File: config.mk
export PLATFORM = sky130hd
export DESIGN_NAME = frame_buffer_reader
export DESIGN_NICKNAME = d
export VERILOG_FILES = /design/src/rtl/frame_buffer_reader.sv
export SDC_FILE = /design/constraint.sdc
export NUM_CORES = 1
export LEC_CHECK = 0
export ABC_AREA = 1
export BUFFER_PORTS_ARGS = -buffer_cell sky130_fd_sc_hd__buf_2
export CORE_MARGIN = 5
export CORE_UTILIZATION = 40
export CTS_CLUSTER_DIAMETER = 50
export DETAILED_ROUTE_END_ITERATION = 7
export PLACE_DENSITY = 0.7
export SYNTH_ARGS = -nofsm -noshare
export SYNTH_HDL_FRONTEND = slang
export SYNTH_SLANG_ARGS = --single-unit
File: constraint.sdc
create_clock -name clk -period 6.05 [get_ports clk]
set_input_delay 0.9075 -clock clk [delete_from_list [all_inputs] [get_ports clk]]
set_output_delay 0.9075 -clock clk [all_outputs]
set_load 0.01 [all_outputs]
File: src/rtl/frame_buffer_reader.sv
// rtl/frame_buffer_reader.sv - raster-order frame readout from 1-cycle-latency RAM onto a pixel stream
module frame_buffer_reader #(
    parameter int X_COUNT    = 320,
    parameter int Y_COUNT    = 240,
    parameter int X_WIDTH    = 9,
    parameter int Y_WIDTH    = 8,
    parameter int ADDR_WIDTH = 17,
    parameter int DATA_WIDTH = 16
) (
    input  logic                  clk,
    input  logic                  rst,
    input  logic                  start,
    output logic                  busy,
    output logic                  done,
    output logic                  rd_en,
    output logic [ADDR_WIDTH-1:0] rd_addr,
    input  logic [DATA_WIDTH-1:0] rd_data,
    output logic                  pix_valid,
    input  logic                  pix_ready,
    output logic [DATA_WIDTH-1:0] pix_data,
    output logic [X_WIDTH-1:0]    pix_x,
    output logic [Y_WIDTH-1:0]    pix_y,
    output logic                  pix_eol,
    output logic                  pix_last
);

    localparam logic [ADDR_WIDTH-1:0] ADDR_LAST = ADDR_WIDTH'(X_COUNT * Y_COUNT - 1);
    localparam logic [X_WIDTH-1:0]    X_LAST    = X_WIDTH'(X_COUNT - 1);
    localparam int TAG_W   = X_WIDTH + Y_WIDTH + 2;
    localparam int ENTRY_W = DATA_WIDTH + TAG_W;

    typedef enum logic [1:0] {IDLE, RUN, DRAIN} state_t;

    state_t               state;
    logic [X_WIDTH-1:0]   x_cnt;
    logic [Y_WIDTH-1:0]   y_cnt;
    logic                 inflight;
    logic [TAG_W-1:0]     tag;
    logic [ENTRY_W-1:0]   fifo_mem [2];
    logic                 wr_ptr;
    logic                 rd_ptr;
    logic [1:0]           count;
    logic                 pop;
    logic [2:0]           occ_next;

    assign pix_valid = (count != 2'd0);
    assign pop       = pix_valid & pix_ready;
    // Occupancy once this cycle's returning read lands and the head leaves;
    // a new read is only allowed if its data will still find a free slot.
    assign occ_next  = {1'b0, count} + {2'b0, inflight} - {2'b0, pop};
    assign rd_en     = (state == RUN) && (occ_next < 3'd2);

    assign {pix_data, pix_x, pix_y, pix_eol, pix_last} = fifo_mem[rd_ptr];

    always_ff @(posedge clk) begin
        if (rst) begin
            state       <= IDLE;
            busy        <= 1'b0;
            done        <= 1'b0;
            rd_addr     <= '0;
            x_cnt       <= '0;
            y_cnt       <= '0;
            inflight    <= 1'b0;
            tag         <= '0;
            fifo_mem[0] <= '0;
            fifo_mem[1] <= '0;
            wr_ptr      <= 1'b0;
            rd_ptr      <= 1'b0;
            count       <= 2'd0;
        end else begin
            done     <= 1'b0;
            inflight <= rd_en;
            count    <= occ_next[1:0];
            if (rd_en) begin
                tag <= {x_cnt, y_cnt, (x_cnt == X_LAST), (rd_addr == ADDR_LAST)};
            end
            if (inflight) begin
                fifo_mem[wr_ptr] <= {rd_data, tag};
                wr_ptr           <= ~wr_ptr;
            end
            if (pop) begin
                rd_ptr <= ~rd_ptr;
            end

            case (state)
                IDLE: begin
                    if (start) begin
                        state   <= RUN;
                        busy    <= 1'b1;
                        rd_addr <= '0;
                        x_cnt   <= '0;
                        y_cnt   <= '0;
                    end
                end
                RUN: begin
                    if (rd_en) begin
                        if (rd_addr == ADDR_LAST) begin
                            state <= DRAIN;
                        end else begin
                            rd_addr <= rd_addr + ADDR_WIDTH'(1);
                            if (x_cnt == X_LAST) begin
                                x_cnt <= '0;
                                y_cnt <= y_cnt + Y_WIDTH'(1);
                            end else begin
                                x_cnt <= x_cnt + X_WIDTH'(1);
                            end
                        end
                    end
                end
                DRAIN: begin
                    // No reads issue here, so the FIFO empties once occ_next hits zero.
                    if (occ_next == 3'd0) begin
                        state <= IDLE;
                        busy  <= 1'b0;
                        done  <= 1'b1;
                    end
                end
                default: state <= IDLE;
            endcase
        end
    end

endmodule

==> reports/qor.csv, run 1 <==
metric,value,unit
relative slew slack,0.668,
drc violations,0,
io pins,76,
die area,18000,um^2
max cap viols,0,
"Seq/Total Area, Yosys",0.545,
antenna-violating nets left,0,
initial DRC count,237,
Hold Worst Slack,454,ps
largest family of logic cells by synthesized area,simple AND/OR/NAND/NOR gates,
die height,134,um
Tmin final,3790,ps
vias per cell,4.79,
unrepaired setup endpoints after global routing,false,
synth unique cells,36,
XOR/XNOR share of the synthesized area,0.00426,
Num CTS Buffers,17,
fillcell total,1414,
worst-skew pair later-pin latency,410,ps
Final Max Slew Viols,0,
Setup CP Type,primary input to output pin,
initial antenna violation count,0,
# hold bufs at CTS,0,
cell repeated most along the worst path,inv_1,
share of layout cells above drive strength 1,0.215,
post-synthesis register bit count,133,
DR pass1 iterations,4,
DR vias,4608,
"commonest cells after routing, fill and taps aside","nor2_1, nand2_1, inv_1",
hold path depth,1,
TritonCTS clock tree,built,
worst slew pin tran,498,ps
Synth Area in Adders,0.0134,
Peak VDD IR,0.000228,V
IO Port Bufs,75,
"Clk pin slew, worst setup/hold paths",50,ps
CP endpoint kind,output pin,
Synth Flop Type,edfxtp_1,
arrival time at the worst endpoint,2880,ps
Fin. Hold Viols,0,
Global Route Usage Sum,0.141,
Syn Nets,716,
Routed WL,12.4,mm
first-pass GRT wire length,20.5,mm
min-delay worst type,flip-flop to flip-flop,
CP max-delay cell,fa_1,
Max stage delay on crit path,470,ps
pin count of the biggest net entering global routing,40,
Setup Total Neg Slack,0,ps
Post-synth EDFFs,70,
RePlAce Congestion,0.787,
clock skew,10.4,ps
synthesized area,6170,um^2
fmax,264,MHz
synthesized area per cell,8.94,um^2
period utilisation layout,0.626,
"Setup violations, final",0,
starting density of the core,0.407,
FF+latch area,3360,um^2
post-synthesis simple-gate area fraction,0.231,
"commonest non-fill, non-tap cell in the layout",nor2_1,
post-synthesis mux area share,0.0639,
Final WS setup,2260,ps
clk sink count,133,
Place WS,2240,ps
H-tree depth,4,
Compound-Gate Fraction of Synth Area,0.0572,
outcome,completed,
chip width,134,um
Layout area overhead,16.9,%
final cell area excluding filler cells,7210,um^2
crit-path cells,"buf_2, nand2_1, inv_1, ha_1, inv_1, ha_1, fa_1, inv_1, nand3_1, inv_1, nand2_4, inv_1, buf_2",
Yosys warnings,0,
fin nets,788,
postcts setup bufs,0,
ys async rst share,0,
vias in the first global route,4296,
WP data required,5140,ps
R2R depth,16,
Post-Place Cell Area,6650,um^2
CTS Buffer Depth,2,
"Max FO, Critical Path",39,
DP HPWL,7.86,mm
WL/cell,12.9,um
post_cts resized,0,
global route overflow,0,
ant diodes,0,
Static Leak,2.98,nW
CTS Root Cell,clkbuf_16,
row cnt,45,
Multi-input gate area,2280,um^2
PwrDens,401,nW/um^2
CP Launch Type,primary input,
core area,15100,um^2
Mapped Cells,690,
## per-stage QoR
stage,utilization,total power [W],std cells
4_1_cts,0.476,0.00292,963
3_3_place_gp,0.439,0.00192,931
3_5_place_dp,0.439,0.00194,931
5_1_grt,0.476,0.00306,963
2_1_floorplan,-,0.00178,690
6_report,0.476,0.00290,963
## sequential cells by signal (all words and copies together), names as in the netlist, 2 cells and up, named ones only
signal,count
rd_addr,17
y_cnt,8
tag,19
x_cnt,9
count,2
fifo_mem,70
state,2
## synth_stat cells, types with 2 or more instances
| cell type | count | area share |
|---|---|---|
| nand2_1 | 112 | 0.068 |
| buf_2 | 6 | 0.0049 |
| a21oi_1 | 42 | 0.034 |
| dfxtp_1 | 63 | 0.20 |
| nand4_1 | 11 | 0.011 |
| nand2_2 | 4 | 0.0041 |
| inv_1 | 87 | 0.053 |
| nand3_2 | 3 | 0.0049 |
| nand3_1 | 30 | 0.024 |
| buf_6 | 8 | 0.015 |
| nor2_1 | 136 | 0.083 |
| mux2_2 | 35 | 0.064 |
| xnor2_1 | 2 | 0.0028 |
| nor3_1 | 12 | 0.0097 |
| o21bai_1 | 2 | 0.0024 |
| o21ai_0 | 24 | 0.019 |
| nor2_2 | 3 | 0.0030 |
| nor3b_1 | 2 | 0.0024 |
| clkbuf_1 | 12 | 0.0073 |
| nand2_4 | 4 | 0.0073 |
| nor2_4 | 3 | 0.0055 |
| edfxtp_1 | 70 | 0.34 |
| ha_1 | 5 | 0.010 |
| inv_4 | 2 | 0.0020 |
## critical path: cells and delay by family
kind / cells / cell delay (ps)
buffers and inverters: 7 / 610
adders and majority gates: 3 / 920
and+or+nand+nor: 3 / 430
## cell type report
| type | count | share of cell area |
|---|---|---|
| tap | 188 | 0.0326 |
| multi-input combinational | 438 | 0.317 |
| timing repair buffer | 81 | 0.0583 |
| clock inverter | 14 | 0.0187 |
| clock buffer | 18 | 0.0595 |
| inverter | 91 | 0.0482 |
| sequential | 133 | 0.466 |
## power breakdown
group	leakage (nW)	total [W]	switching, W	internal, W
sequential	1.24	0.00116	0.0000624	0.00109
clock	0.269	0.000973	0.000373	0.000601
combinational	1.48	0.000766	0.000514	0.000252
## metal layers
metal / up-vias / track usage / part of all wire / routed length (um)
met5: - / 0 / 0 / 0
met4: 0 / 0.0458 / 0.0069 / 85
met3: 9 / 0.0491 / 0.058 / 724
met2: 113 / 0.218 / 0.44 / 5470
met1: 2103 / 0.185 / 0.49 / 6100
li1: 2383 / - / - / -
## final timing paths
check | from | endpoint | slack (ps)
hold / removal | rd_ptr$_SDFFE_PP0P_ | flip-flop | 450
setup / recovery | pix_ready | rd_en | 2260
hold reg to reg | rd_ptr$_SDFFE_PP0P_ | flip-flop | 450
setup reg to reg | count[1]$_SDFF_PP0_ | y_cnt[1]$_SDFFE_PP0P_ | 2810
## logic make-up after synthesis
kind of cell,count (synthesis)
multiplexers,35
buffers and inverters,119
XOR/XNOR,3
adder cells (fa/ha/maj),6
AND/OR/NAND/NOR,325
AO/OA/AOI/OAI,69
flip-flops,133
Power figures use the tool's default switching activity.
==> run 2, diff against run 1 <==
--- a/config.mk
+++ b/config.mk
@@ -11,7 +11,7 @@
 export CORE_UTILIZATION = 40
 export CTS_CLUSTER_DIAMETER = 50
 export DETAILED_ROUTE_END_ITERATION = 7
-export PLACE_DENSITY = 0.7
+export PLACE_DENSITY = 0.72
 export SYNTH_ARGS = -nofsm -noshare
 export SYNTH_HDL_FRONTEND = slang
 export SYNTH_SLANG_ARGS = --single-unit
==> constraint.sdc (replaced) <==
create_clock -name clk -period 3.4 [get_ports clk]
set_input_delay 0.51 -clock clk [delete_from_list [all_inputs] [get_ports clk]]
set_output_delay 0.51 -clock clk [all_outputs]
set_load 0.01 [all_outputs]
==> run 2 against run 1 <==
Net effect: critical path depth rose by 1; core utilization rose by 0.53 points; combinational power rose by 80%; clock skew barely moved; via count rose by 0.24%; cell count rose by 0.10%; setup slack got worse by 2000 ps; hold slack got worse by 47 ps; sequential share of layout area fell by 0.51 points; critical path type is now flip-flop to output pin; critical endpoint unchanged; largest power group unchanged.
==> reports/qor.csv, run 2 (synthesis results as in run 1) <==
metric,value,unit
fillcell total,1364,
Largest regs,"fifo_mem x70, tag x19, rd_addr x17",
core area,15100,um^2
outcome,completed,
unrepaired setup endpoints after global routing,false,
die height,134,um
IO Port Bufs,75,
DR pass1 iterations,5,
vias in the first global route,4331,
WP data required,2890,ps
min-delay worst type,primary input to flip-flop,
max cap viols,0,
fin nets,789,
Layout area overhead,18.2,%
hold path depth,3,
pin count of the biggest net entering global routing,38,
"Clk pin slew, worst setup/hold paths",60,ps
Setup Total Neg Slack,0,ps
CTS Root Cell,clkbuf_16,
total power,0.00538,W
Static Leak,3.03,nW
row cnt,45,
clock skew,10.1,ps
WL/cell,13.1,um
FF+latch area,3360,um^2
clk sink count,133,
H-tree depth,4,
ant diodes,0,
Largest Register,fifo_mem,
Hold Worst Slack,407,ps
max FFs per register,70,
post_cts resized,0,
CP Launch Type,flip-flop,
Global Route Usage Sum,0.145,
worst-skew pair later-pin latency,420,ps
io pins,76,
Fin. Hold Viols,0,
Setup CP Type,flip-flop to output pin,
vias per cell,4.79,
RePlAce Congestion,0.812,
placed insts,932,
Peak VDD IR,0.000368,V
arrival time at the worst endpoint,2610,ps
Multi-input gate area,2280,um^2
CTS Buffer Depth,2,
Tmin final,3120,ps
initial antenna violation count,0,
die area,18000,um^2
worst slew pin tran,493,ps
Routed WL,12.7,mm
initial DRC count,299,
PwrDens,738,nW/um^2
postcts setup bufs,0,
"commonest cells after routing, fill and taps aside","nor2_1, nand2_1, inv_1",
Layout Cells excl Fill,964,
"Setup violations, final",0,
fmax,321,MHz
TritonCTS clock tree,built,
"Max FO, Critical Path",4,
share of layout cells above drive strength 1,0.219,
period utilisation layout,0.917,
final cell area excluding filler cells,7290,um^2
Final Max Slew Viols,0,
starting density of the core,0.407,
CP endpoint kind,output pin,
R2R depth,16,
# hold bufs at CTS,0,
Post-Place Cell Area,6660,um^2
antenna-violating nets left,0,
"commonest non-fill, non-tap cell in the layout",nor2_1,
first-pass GRT wire length,21.1,mm
chip width,134,um
DR vias,4619,
global route overflow,0,
drc violations,0,
DP HPWL,7.92,mm
relative slew slack,0.671,
Num CTS Buffers,17,
run 2: changes by cell type in the layout (fill, tap and decap cells not counted), sizes merged:
cell,change
clkbuf,+4
clkinv,-6
inv,+4
buf,+1
clkinvlp,-2
run 2: worst max-delay path, cell delays in order, from the launching register on:
cell	delay, ps
dfxtp_1	310
inv_1	100
nand2_1	90
nand2_1	60
inv_1	60
ha_1	270
inv_1	30
ha_1	180
fa_1	430
inv_1	80
nand3_1	90
inv_1	140
nand2_4	80
inv_1	110
buf_2	150
run 2: worst paths after layout:
check | start | endpoint | slack [ps]
min | rd_data[0] | fifo_mem[0][19]$_SDFFCE_PN0P_ | 410
min reg2reg | rd_ptr$_SDFFE_PP0P_ | flip-flop | 460
max reg2reg | count[1]$_SDFF_PP0_ | y_cnt[1]$_SDFFE_PP0P_ | 430
max | count[1]$_SDFF_PP0_ | rd_en | 280
run 2: through the flow:
step           worst slack, ps   util
3_5_place_dp               345  0.440
6_report                   282  0.482
3_3_place_gp               407  0.440
2_1_floorplan              770      -
5_1_grt                   81.0  0.482
4_1_cts                    261  0.482
run 2: report_power, final:
part,internal (W),switching (W),total (W)
registers,0.00194,0.000109,0.00205
clock network,0.00123,0.000718,0.00194
logic,0.000460,0.000922,0.00138
run 2: cell type report:
cell class / count / share of cell area
Timing Repair Buffer: 82 / 0.0587
Tap cell: 188 / 0.0322
Multi-Input combinational cell: 438 / 0.313
Inverter: 91 / 0.0477
Sequential cell: 133 / 0.461
Clock buffer: 22 / 0.0696
Clock inverter: 10 / 0.0177
run 2: layer usage:
layer / up-vias / share of wire / GRT usage
li1: 2382 / - / -
met1: 2117 / 0.48 / 0.197
met2: 114 / 0.46 / 0.227
met3: 6 / 0.054 / 0.0439
met4: 0 / 0.0075 / 0.0385
met5: - / 0 / 0
